`src/rtl/rf_wb_ctrl.sv`:
```
// rf_wb_ctrl: merges ALU/LSU results into a writeback FIFO, drives the regfile
// write port and tracks in-flight destinations. Optional macro RF_WB_BYPASS_EN.
module rf_wb_ctrl #(
  parameter int DEPTH = 4,
  parameter int XLEN  = 32
) (
  input  logic            clk,
  input  logic            rst,
  input  logic            i_iss_valid,
  input  logic            i_iss_rd_en,
  input  logic [4:0]      i_iss_rd_idx,
  input  logic [4:0]      i_iss_rs1_idx,
  input  logic [4:0]      i_iss_rs2_idx,
  output logic            o_iss_stall,
  input  logic            i_alu_valid,
  input  logic [4:0]      i_alu_rdidx,
  input  logic [XLEN-1:0] i_alu_wdat,
  output logic            o_alu_ready,
  input  logic            i_lsu_valid,
  input  logic [4:0]      i_lsu_rdidx,
  input  logic [XLEN-1:0] i_lsu_wdat,
  output logic            o_lsu_ready,
  output logic            o_rf_wen,
  output logic [4:0]      o_rf_rdidx,
  output logic [XLEN-1:0] o_rf_wdat,
  output logic [31:0]     o_sb_busy
);

  localparam int AW = $clog2(DEPTH);

  typedef struct packed {
    logic [4:0]      rdidx;
    logic [XLEN-1:0] wdat;
  } ent_t;

  typedef enum logic {SRC_ALU, SRC_LSU} src_t;

  ent_t          mem [DEPTH];
  logic [AW-1:0] wr_ptr, rd_ptr;
  logic [AW:0]   count, count_nxt;
  src_t          rr, rr_nxt;
  logic [31:0]   busy, busy_nxt;

  logic full, empty;
  logic alu_win, lsu_win;
  logic push_alu, push_lsu, push, pop, byp, fifo_push;
  logic iss_set;
  ent_t push_ent, head;

  assign full  = (count == (AW+1)'(DEPTH));
  assign empty = (count == '0);
  assign head  = mem[rd_ptr];

  // A source only loses when the other one is valid and has priority;
  // with nothing valid both report ready.
  assign alu_win = ~(i_lsu_valid & (~i_alu_valid | (rr == SRC_LSU)));
  assign lsu_win = ~(i_alu_valid & (~i_lsu_valid | (rr == SRC_ALU)));

  assign o_alu_ready = alu_win & ~full;
  assign o_lsu_ready = lsu_win & ~full;
  assign push_alu    = i_alu_valid & o_alu_ready;
  assign push_lsu    = i_lsu_valid & o_lsu_ready;
  assign push        = push_alu | push_lsu;
  assign push_ent    = push_alu ? ent_t'{i_alu_rdidx, i_alu_wdat}
                                : ent_t'{i_lsu_rdidx, i_lsu_wdat};
  assign pop         = ~empty;

`ifdef RF_WB_BYPASS_EN
  // Only with nothing queued, so the output register never sees two loads.
  assign byp = push & empty;
`else
  assign byp = 1'b0;
`endif

  assign fifo_push = push & ~byp;

  assign o_iss_stall = i_iss_valid & (busy[i_iss_rs1_idx] | busy[i_iss_rs2_idx] |
                                      (i_iss_rd_en & busy[i_iss_rd_idx]));
  assign iss_set     = i_iss_valid & ~o_iss_stall & i_iss_rd_en & (i_iss_rd_idx != 5'd0);
  assign o_sb_busy   = busy;

  always_comb begin
    count_nxt = count;
    case ({fifo_push, pop})
      2'b10:   count_nxt = count + 1'b1;
      2'b01:   count_nxt = count - 1'b1;
      default: count_nxt = count;
    endcase
  end

  always_comb begin
    rr_nxt = rr;
    if (push & i_alu_valid & i_lsu_valid)
      rr_nxt = (rr == SRC_ALU) ? SRC_LSU : SRC_ALU;
  end

  // Set after clear so a same-edge set of the retiring index wins.
  always_comb begin
    busy_nxt = busy;
    if (o_rf_wen)
      busy_nxt[o_rf_rdidx] = 1'b0;
    if (iss_set)
      busy_nxt[i_iss_rd_idx] = 1'b1;
    busy_nxt[0] = 1'b0;
  end

  always_ff @(posedge clk) begin
    if (rst) begin
      wr_ptr <= '0;
      rd_ptr <= '0;
      count  <= '0;
      rr     <= SRC_ALU;
      busy   <= '0;
    end else begin
      if (fifo_push)
        wr_ptr <= wr_ptr + 1'b1;
      if (pop)
        rd_ptr <= rd_ptr + 1'b1;
      count <= count_nxt;
      rr    <= rr_nxt;
      busy  <= busy_nxt;
    end
  end

  always_ff @(posedge clk) begin
    if (fifo_push)
      mem[wr_ptr] <= push_ent;
  end

  always_ff @(posedge clk) begin
    if (rst) begin
      o_rf_wen   <= 1'b0;
      o_rf_rdidx <= '0;
      o_rf_wdat  <= '0;
    end else if (byp) begin
      o_rf_wen   <= (push_ent.rdidx != 5'd0);
      o_rf_rdidx <= push_ent.rdidx;
      o_rf_wdat  <= push_ent.wdat;
    end else if (pop) begin
      o_rf_wen   <= (head.rdidx != 5'd0);
      o_rf_rdidx <= head.rdidx;
      o_rf_wdat  <= head.wdat;
    end else begin
      o_rf_wen <= 1'b0;
    end
  end

endmodule

```
`config.mk`:
```
export PLATFORM = sky130hd
export DESIGN_NAME = rf_wb_ctrl
export DESIGN_NICKNAME = d
export VERILOG_FILES = /design/src/rtl/rf_wb_ctrl.sv
export SDC_FILE = /design/constraint.sdc
export NUM_CORES = 1
export LEC_CHECK = 0
export ABC_AREA = 1
export BUFFER_PORTS_ARGS = -buffer_cell sky130_fd_sc_hd__buf_2
export CAP_MARGIN = 5
export CORE_UTILIZATION = 51
export DETAILED_ROUTE_END_ITERATION = 6
export GPL_ROUTABILITY_DRIVEN = 0
export PLACE_DENSITY = 0.79
export SYNTH_ARGS = -nofsm -noshare
export SYNTH_HDL_FRONTEND = slang
export SYNTH_SLANG_ARGS = --single-unit
export TNS_END_PERCENT = 5
```
`constraint.sdc`:
```
create_clock -name clk -period 2.75 [get_ports clk]
set_input_delay 0.4125 -clock clk [delete_from_list [all_inputs] [get_ports clk]]
set_output_delay 0.4125 -clock clk [all_outputs]
set_load 0.03 [all_outputs]
```
=== Word-level counts from Yosys, hierarchy flattened ===
Memories as Yosys holds them, arrays and structs flattened. A register that Yosys moved wholly into a read port is not among the register bits.
Cells that the tools add are included.
Widths: inputs -> output; s select.

* Memories: 1
* Bits in writable memories: 148
* ROM bits: 0
* Latch bits: 0
* Word-level logic and storage cells: 78
* Flip-flop bits (word level): 78
* Output and inout port bits: 73

* Reductions and logical operators: 7
* Shift operators: 0
* Order comparisons: 6
* Div/mod/pow operators: 0
* $mul: 0
* Equality and inequality tests: 3
* Mux-type cells: 19
* Bitwise gates (word level): 29
* Add/subtract/negate cells: 4

{| class="wikitable"
|+ Memories
! memory !! words !! bits a word !! read ports !! clocked after Yosys merged registers in !! wr ports !! line !! source
|-
| mem || 4 || 37 || 1 || 1 || 1 || 38 || <nowiki>ent_t mem [DEPTH];</nowiki>
|}

{| class="wikitable"
|+ Operators with widths
! cell !! count
|-
| $mux 32 || 2
|-
| $mux 37 || 1
|-
| $and 32x32->32 || 1
|-
| $not 32->32 || 1
|-
| $or 32x32->32 || 1
|-
| $lt 5x6->1 const B || 4
|-
| $bmux 1 s5 || 3
|-
| $and 1x1->1 || 13
|-
| $demux 1 s5 || 2
|-
| $ge 5x1->1 const B || 2
|-
| $reduce_bool 5->1 || 2
|-
| $mux 1 || 8
|-
| $not 1->1 || 8
|-
| $pmux 3 s2 || 1
|-
| $or 1x1->1 || 5
|-
| $add 2x1->2 const B || 2
|-
| $mux 2 || 2
|-
| $add 3x1->3 const B || 1
|-
| $eq 3x3->1 const B || 1
|-
| $logic_not 3->1 || 1
|-
| $sub 3x1->3 const B || 1
|-
| $eq 2x1->1 const B || 1
|-
| $eq 2x2->1 const B || 1
|-
| $logic_and 1x1->1 || 2
|-
| 2 further kinds || 2
|}

=== Longest topological paths before layout ===
* Depth in word-level cells: 10
* Gate-level depth with buffers: 15
* Depth with buffers taken out: 12

=== Worst setup path before layout ===
OpenSTA, ideal clock, no wires.

* Kind: register to register
* Start point: reg count[0]
* End point: mem mem[0][0] in the netlist's numbering (enable)
* Library setup time: 431 ps
* Period minus slack after synthesis: 2730 ps
* Arrival time: 2299 ps
* Cell stages (with the launch flop): 5
* Data required time: 2319 ps
* Setup slack: 20 ps
* Path buffers: 0
* Path through: dfxtp_1 nor2_1 nand2_1 o21ai_1 nor2_1

* Word-level cells in the longest chain between the ends: 7

{| class="wikitable"
|+ RTL lines
! what !! line !! source
|-
| start, declared || 40 || <nowiki>logic [AW:0] count, count_nxt;</nowiki>
|-
| start signal, assigned || 119 || <nowiki>count <= count_nxt;</nowiki>
|-
| $eq 3x3->1 * || 50 || <nowiki>assign full = (count == (AW+1)'(DEPTH));</nowiki>
|-
| $not 1->1 * || 59, 60 ||
|-
| $and 1x1->1 (on tied branches) || 59, 60 ||
|-
| $and 1x1->1 (on tied branches) || 61, 62 ||
|-
| $or 1x1->1 * || 63 || <nowiki>assign push = push_alu | push_lsu;</nowiki>
|-
| $mux 1 * || 126 || <nowiki>if (fifo_push)</nowiki>
|-
| $mux 1 (implied by the code) * || 127 || <nowiki>mem[wr_ptr] <= push_ent;</nowiki>
|-
| end, declared || 38 ||
|}

Every way passes the cells marked *; elsewhere a longest branch is shown, timed or not.

=== Worst setup path in the final report ===
* Start point: reg busy[10] (netlist: o_sb_busy[10])
* End point: out o_iss_stall

* Word-level cells in the longest chain between the ends: 5

{| class="wikitable"
|+ RTL lines
! what !! line !! source
|-
| start, declared || 42 || <nowiki>logic [31:0] busy, busy_nxt;</nowiki>
|-
| start signal, assigned || 121 || <nowiki>busy <= busy_nxt;</nowiki>
|-
| $bmux 1 s5 (on tied branches) || 77, 78 ||
|-
| $mux 1 (on tied branches) || 77, 78 ||
|-
| $or 1x1->1 or $and 1x1->1 (tied branches) || 77, 78 ||
|-
| $or 1x1->1 * || 77 || <nowiki>assign o_iss_stall = i_iss_valid & (busy[i_iss_rs1_idx] | busy[i_iss_rs2_idx] |</nowiki>
|-
| $and 1x1->1 * || 77 ||
|-
| end, declared || 14 || <nowiki>output logic o_iss_stall,</nowiki>
|}

Every way passes the cells marked *; elsewhere a longest branch is shown, timed or not. The select of a mux whose other input is x is not followed.

==> summary.md <==
| Metric | Value |
|---|---|
| Setup repair after global routing missed its margin | false |
| Hold buffers post-CTS | 0 |
| Ys flop type | sky130_fd_sc_hd__edfxtp_1 |
| Worst hold-check slack | 0.173 ns |
| Post-CTS setup buffer count | 0 |
| Clock power frac | 0.256 |
| P per Cell Area | 948 nW/um^2 |
| Total iterations of the first detailed-routing run | 5 |
| Result of the run | complete, no violations |
| Sw Ratio | 0.366 |
| CTS tree | done |
| Ratio of routed vias to standard cells | 5.54 |
| Antenna Nets Post-Route | 0 |
| Placeable core region | 20400 sq um |
| Maximum clock frequency | 0.392 GHz |
| Worst slew margin relative to its limit | 0.522 |
| Share of synthesized registers carrying an async set or reset | 0 |
| Least-Margin Pin Slew | 0.718 ns |
| Final hold viol count | 0 |
| Number of DRC markers in iteration 0 | 711 |
| Slack of the critical path | 0.201 ns |
| Share of total power in sequential cells | 0.408 |
| Horizontal die dimension | 147 microns |
| Post-Syn Area per Cell | 9.84 sq um |
| Remaining global-route overflow | 0 |
| Die Height | 147 microns |
| Cells taking the most area after synthesis | sky130_fd_sc_hd__edfxtp_1 42%, sky130_fd_sc_hd__dfxtp_1 15%, sky130_fd_sc_hd__o21ai_0 6.9% |
| Category of the critical setup timing path | register to output pin |
| Min cycle time layout | 2.55 ns |
| Yosys synthesis warning count | 0 |
| Clock-pin slew on the worst setup and hold paths | 0.06 ns |
| Overall via count from detail_route | 8428 |
| Number of resized instances in the post-cts repair step | 0 |
| IO buf count | 166 |
| Global-route wire length before repair | 40.9 mm |
| Dominant cell type by area after synthesis | sky130_fd_sc_hd__edfxtp_1 |
| # rows | 52 |
| Detailed Place HPWL | 16.4 mm |
| FF+latch count, synth | 227 |
| Level count of the clock H-tree | 1 |
| Cell family with the largest share of critical-path delay | flip-flops |
| Most common cell after layout, fill and taps aside | sky130_fd_sc_hd__buf_2 |
| Cells along the critical path | inv_1 -> o21ai_0 -> nand2_1 -> nand2_1 -> nand2_1 -> nand2_1 -> nor2_2 -> a21boi_4 -> o21ai_0 -> inv_1 -> buf_2 |
| Fraction of layout cells with a size suffix above 1 | 0.266 |
| Number of nets in the layout | 1335 |
| Worst min path class | primary input to register |
| Worst Path Arrival | 2.14 ns |
| Via count of the first global-routing pass | 8018 |
| Area growth from synthesis to layout | 16.6% |
| Post-route clock period utilization | 0.927 |
| IO Pins | 168 |
| Filler Cell Count | 1623 |
| Cell at the slowest stage of the critical path | sky130_fd_sc_hd__dfxtp_1 |
| Gate count after technology mapping | 1085 |
| Number of max-slew violations in the final report | 0 |
| Worst setup path startpoint | o_sb_busy[10]$_SDFF_PP0_ |
| Root Buffer | sky130_fd_sc_hd__clkbuf_16 |
| Netlist Area Pre-Place | 10700 sq um |
| Area fraction of the dominant cell type after synthesis | 0.416 |
| Worst IR Drop VDD | 0.000834 V |
| Post-synth net total | 1186 |
| Routed wire length | 26.1 mm |
| Stage delay of the slowest cell on the critical path | 0.47 ns |
| Final setup violation count | 0 |
| Most frequent cells in the layout | 166 x sky130_fd_sc_hd__buf_2, 148 x sky130_fd_sc_hd__o21ai_0, 148 x sky130_fd_sc_hd__edfxtp_1, 144 x sky130_fd_sc_hd__nand2_1, 106 x sky130_fd_sc_hd__inv_1 |
| Launch instance of the worst register-to-register path | count[0]$_SDFFE_PP0P_ |
| EDFF count, synth | 148 |
| Worst setup slack after placement | 0.453 ns |
| Proportion of synthesized chip area in sequential cells | 0.565 |
| Critical path required time | 2.34 ns |
| Clock latency reported for the late side of the worst-skew pair | 0.51 ns |
| DIE AREA | 21500 sq um |
| Setup Total Neg Slack | 0 ns |
| Logic gate share of total power | 0.336 |
| Buffer depth of the longest clock path | 3 |
| Max-cap violations | 0 |
| Net switching power | 4.32 mW |
| Worst hold start | i_alu_valid |
| Worst-case clock skew | 0.0104 ns |
| Netlist cell types | 37 |
| Maximum fanout encountered on the critical timing path | 4 |
| Overall power | 11.8 mW |
| Total routing resource utilization after global routing | 0.241 |
| Crit path capture type | output pin |
| Most used cell along the critical path | sky130_fd_sc_hd__nand2_1 |
| Mean routed wirelength per cell | 17.2 microns |
| Post-route DRC | 0 |
| Initial core utilization | 0.524 |
| Pint | 7.47 mW |
| Clock sinks | 227 |
| Critical path buffers and inverters | 3 |
| Initial antenna violation count | 2 |
| Total clock buffers created by CTS | 23 |
| Kind of start point of the critical path | register |
| Maximum number of pins on one net before global-route repair | 75 |
| Leakage | 4.98 nW |
==> sequential cells by signal (all words and copies together), names as in the netlist, named ones only <==
register    flops
rr              1
count           3
mem           148
wr_ptr          2
o_rf_wdat      32
o_rf_rdidx      5
o_sb_busy      31
rd_ptr          2
o_rf_wen        1
==> cell type report <==
type                    instances  area [sq um]  area share
flip-flops and latches        227          6030       0.485
inverters                     110           415      0.0334
clock buffers                  28           604      0.0486
multi-input cells             688          3910       0.315
well taps                     270           338      0.0272
diodes                          1          2.50    0.000201
clock inverters                14           134      0.0108
repair buffers                184          1000      0.0807
==> logic make-up (layout without fill, tap and decap cells) <==
logic type               after synthesis  count (layout)  share of synthesized area
buffers and inverters                170             336                     0.0716
multiplexers                          37              37                     0.0390
AO/OA/AOI/OAI                        281             281                      0.159
AND/OR/NAND/NOR                      363             363                      0.158
other                                  1               2                   0.000351
adder cells (fa/ha/maj)                6               6                    0.00774
flip-flops                           227             227                      0.565
==> layer usage <==
layer / vias up / routed length, microns / track usage
li1: 4046 / - / -
met1: 3969 / 10600 / 0.308
met2: 356 / 12800 / 0.411
met3: 55 / 1960 / 0.0388
met4: 2 / 802 / 0.0911
met5: - / 13 / 0
==> through the flow <==
step           utilization  cells  instance area, sq um
2_1_floorplan            -   1085                 10700
3_3_place_gp         0.574   1479                 11700
3_5_place_dp         0.574   1479                 11700
4_1_cts              0.611   1521                 12400
5_1_grt              0.611   1522                 12400
6_report             0.611   1522                 12400
==> cell usage after synthesis, types with 2 or more instances <==
library cell and instances:
sky130_fd_sc_hd__a21oi_2 30, sky130_fd_sc_hd__o21ai_0 148, sky130_fd_sc_hd__inv_1 107, sky130_fd_sc_hd__nor2_2 2, sky130_fd_sc_hd__nand2_2 4, sky130_fd_sc_hd__inv_2 2, sky130_fd_sc_hd__buf_4 6, sky130_fd_sc_hd__edfxtp_1 148
sky130_fd_sc_hd__o22ai_1 32, sky130_fd_sc_hd__a21oi_1 20, sky130_fd_sc_hd__nor2_1 103, sky130_fd_sc_hd__nand2_1 145, sky130_fd_sc_hd__a31oi_1 2, sky130_fd_sc_hd__nor3_1 8, sky130_fd_sc_hd__o211ai_1 2, sky130_fd_sc_hd__dfxtp_1 79
sky130_fd_sc_hd__clkbuf_1 38, sky130_fd_sc_hd__nand3_1 68, sky130_fd_sc_hd__ha_1 5, sky130_fd_sc_hd__buf_2 6, sky130_fd_sc_hd__buf_12 3, sky130_fd_sc_hd__o21ai_1 7, sky130_fd_sc_hd__buf_6 6, sky130_fd_sc_hd__o21bai_1 32
sky130_fd_sc_hd__nand3_2 30, sky130_fd_sc_hd__mux2_2 37, sky130_fd_sc_hd__a32o_1 5
==> final timing paths <==
path | depth (start not counted) | endpoint | slack [ns]
worst max-delay path | 11 | o_iss_stall | 0.20
worst min-delay path | 2 | rr$_SDFFE_PP0P_ | 0.17
worst max register to register | 7 | mem[0][33]$_DFFE_PP_ | 0.72
worst min register to register | 1 | register | 0.47
==> worst register-to-register path, stage by stage, from the launching register on <==
cell and delay [ns]:
sky130_fd_sc_hd__dfxtp_1 0.33, sky130_fd_sc_hd__nor2_1 0.17, sky130_fd_sc_hd__nand2_1 0.15, sky130_fd_sc_hd__nand2_1 0.10
sky130_fd_sc_hd__inv_1 0.05, sky130_fd_sc_hd__nand2_2 0.26, sky130_fd_sc_hd__buf_4 0.28, sky130_fd_sc_hd__mux2_2 0.42
==> power groups by stage <==
stage / sequential [mW] / clock, mW / combinational [mW]
after detailed placement: 4.88 / 0 / 3.94
after floorplan: 5.26 / 0 / 2.29
after global placement: 4.86 / 0 / 3.81
after CTS: 4.82 / 3.05 / 3.97
final: 4.82 / 3.02 / 3.96
after global routing: 4.89 / 3.20 / 4.33
No activity file was read; power rests on OpenSTA's default activity.
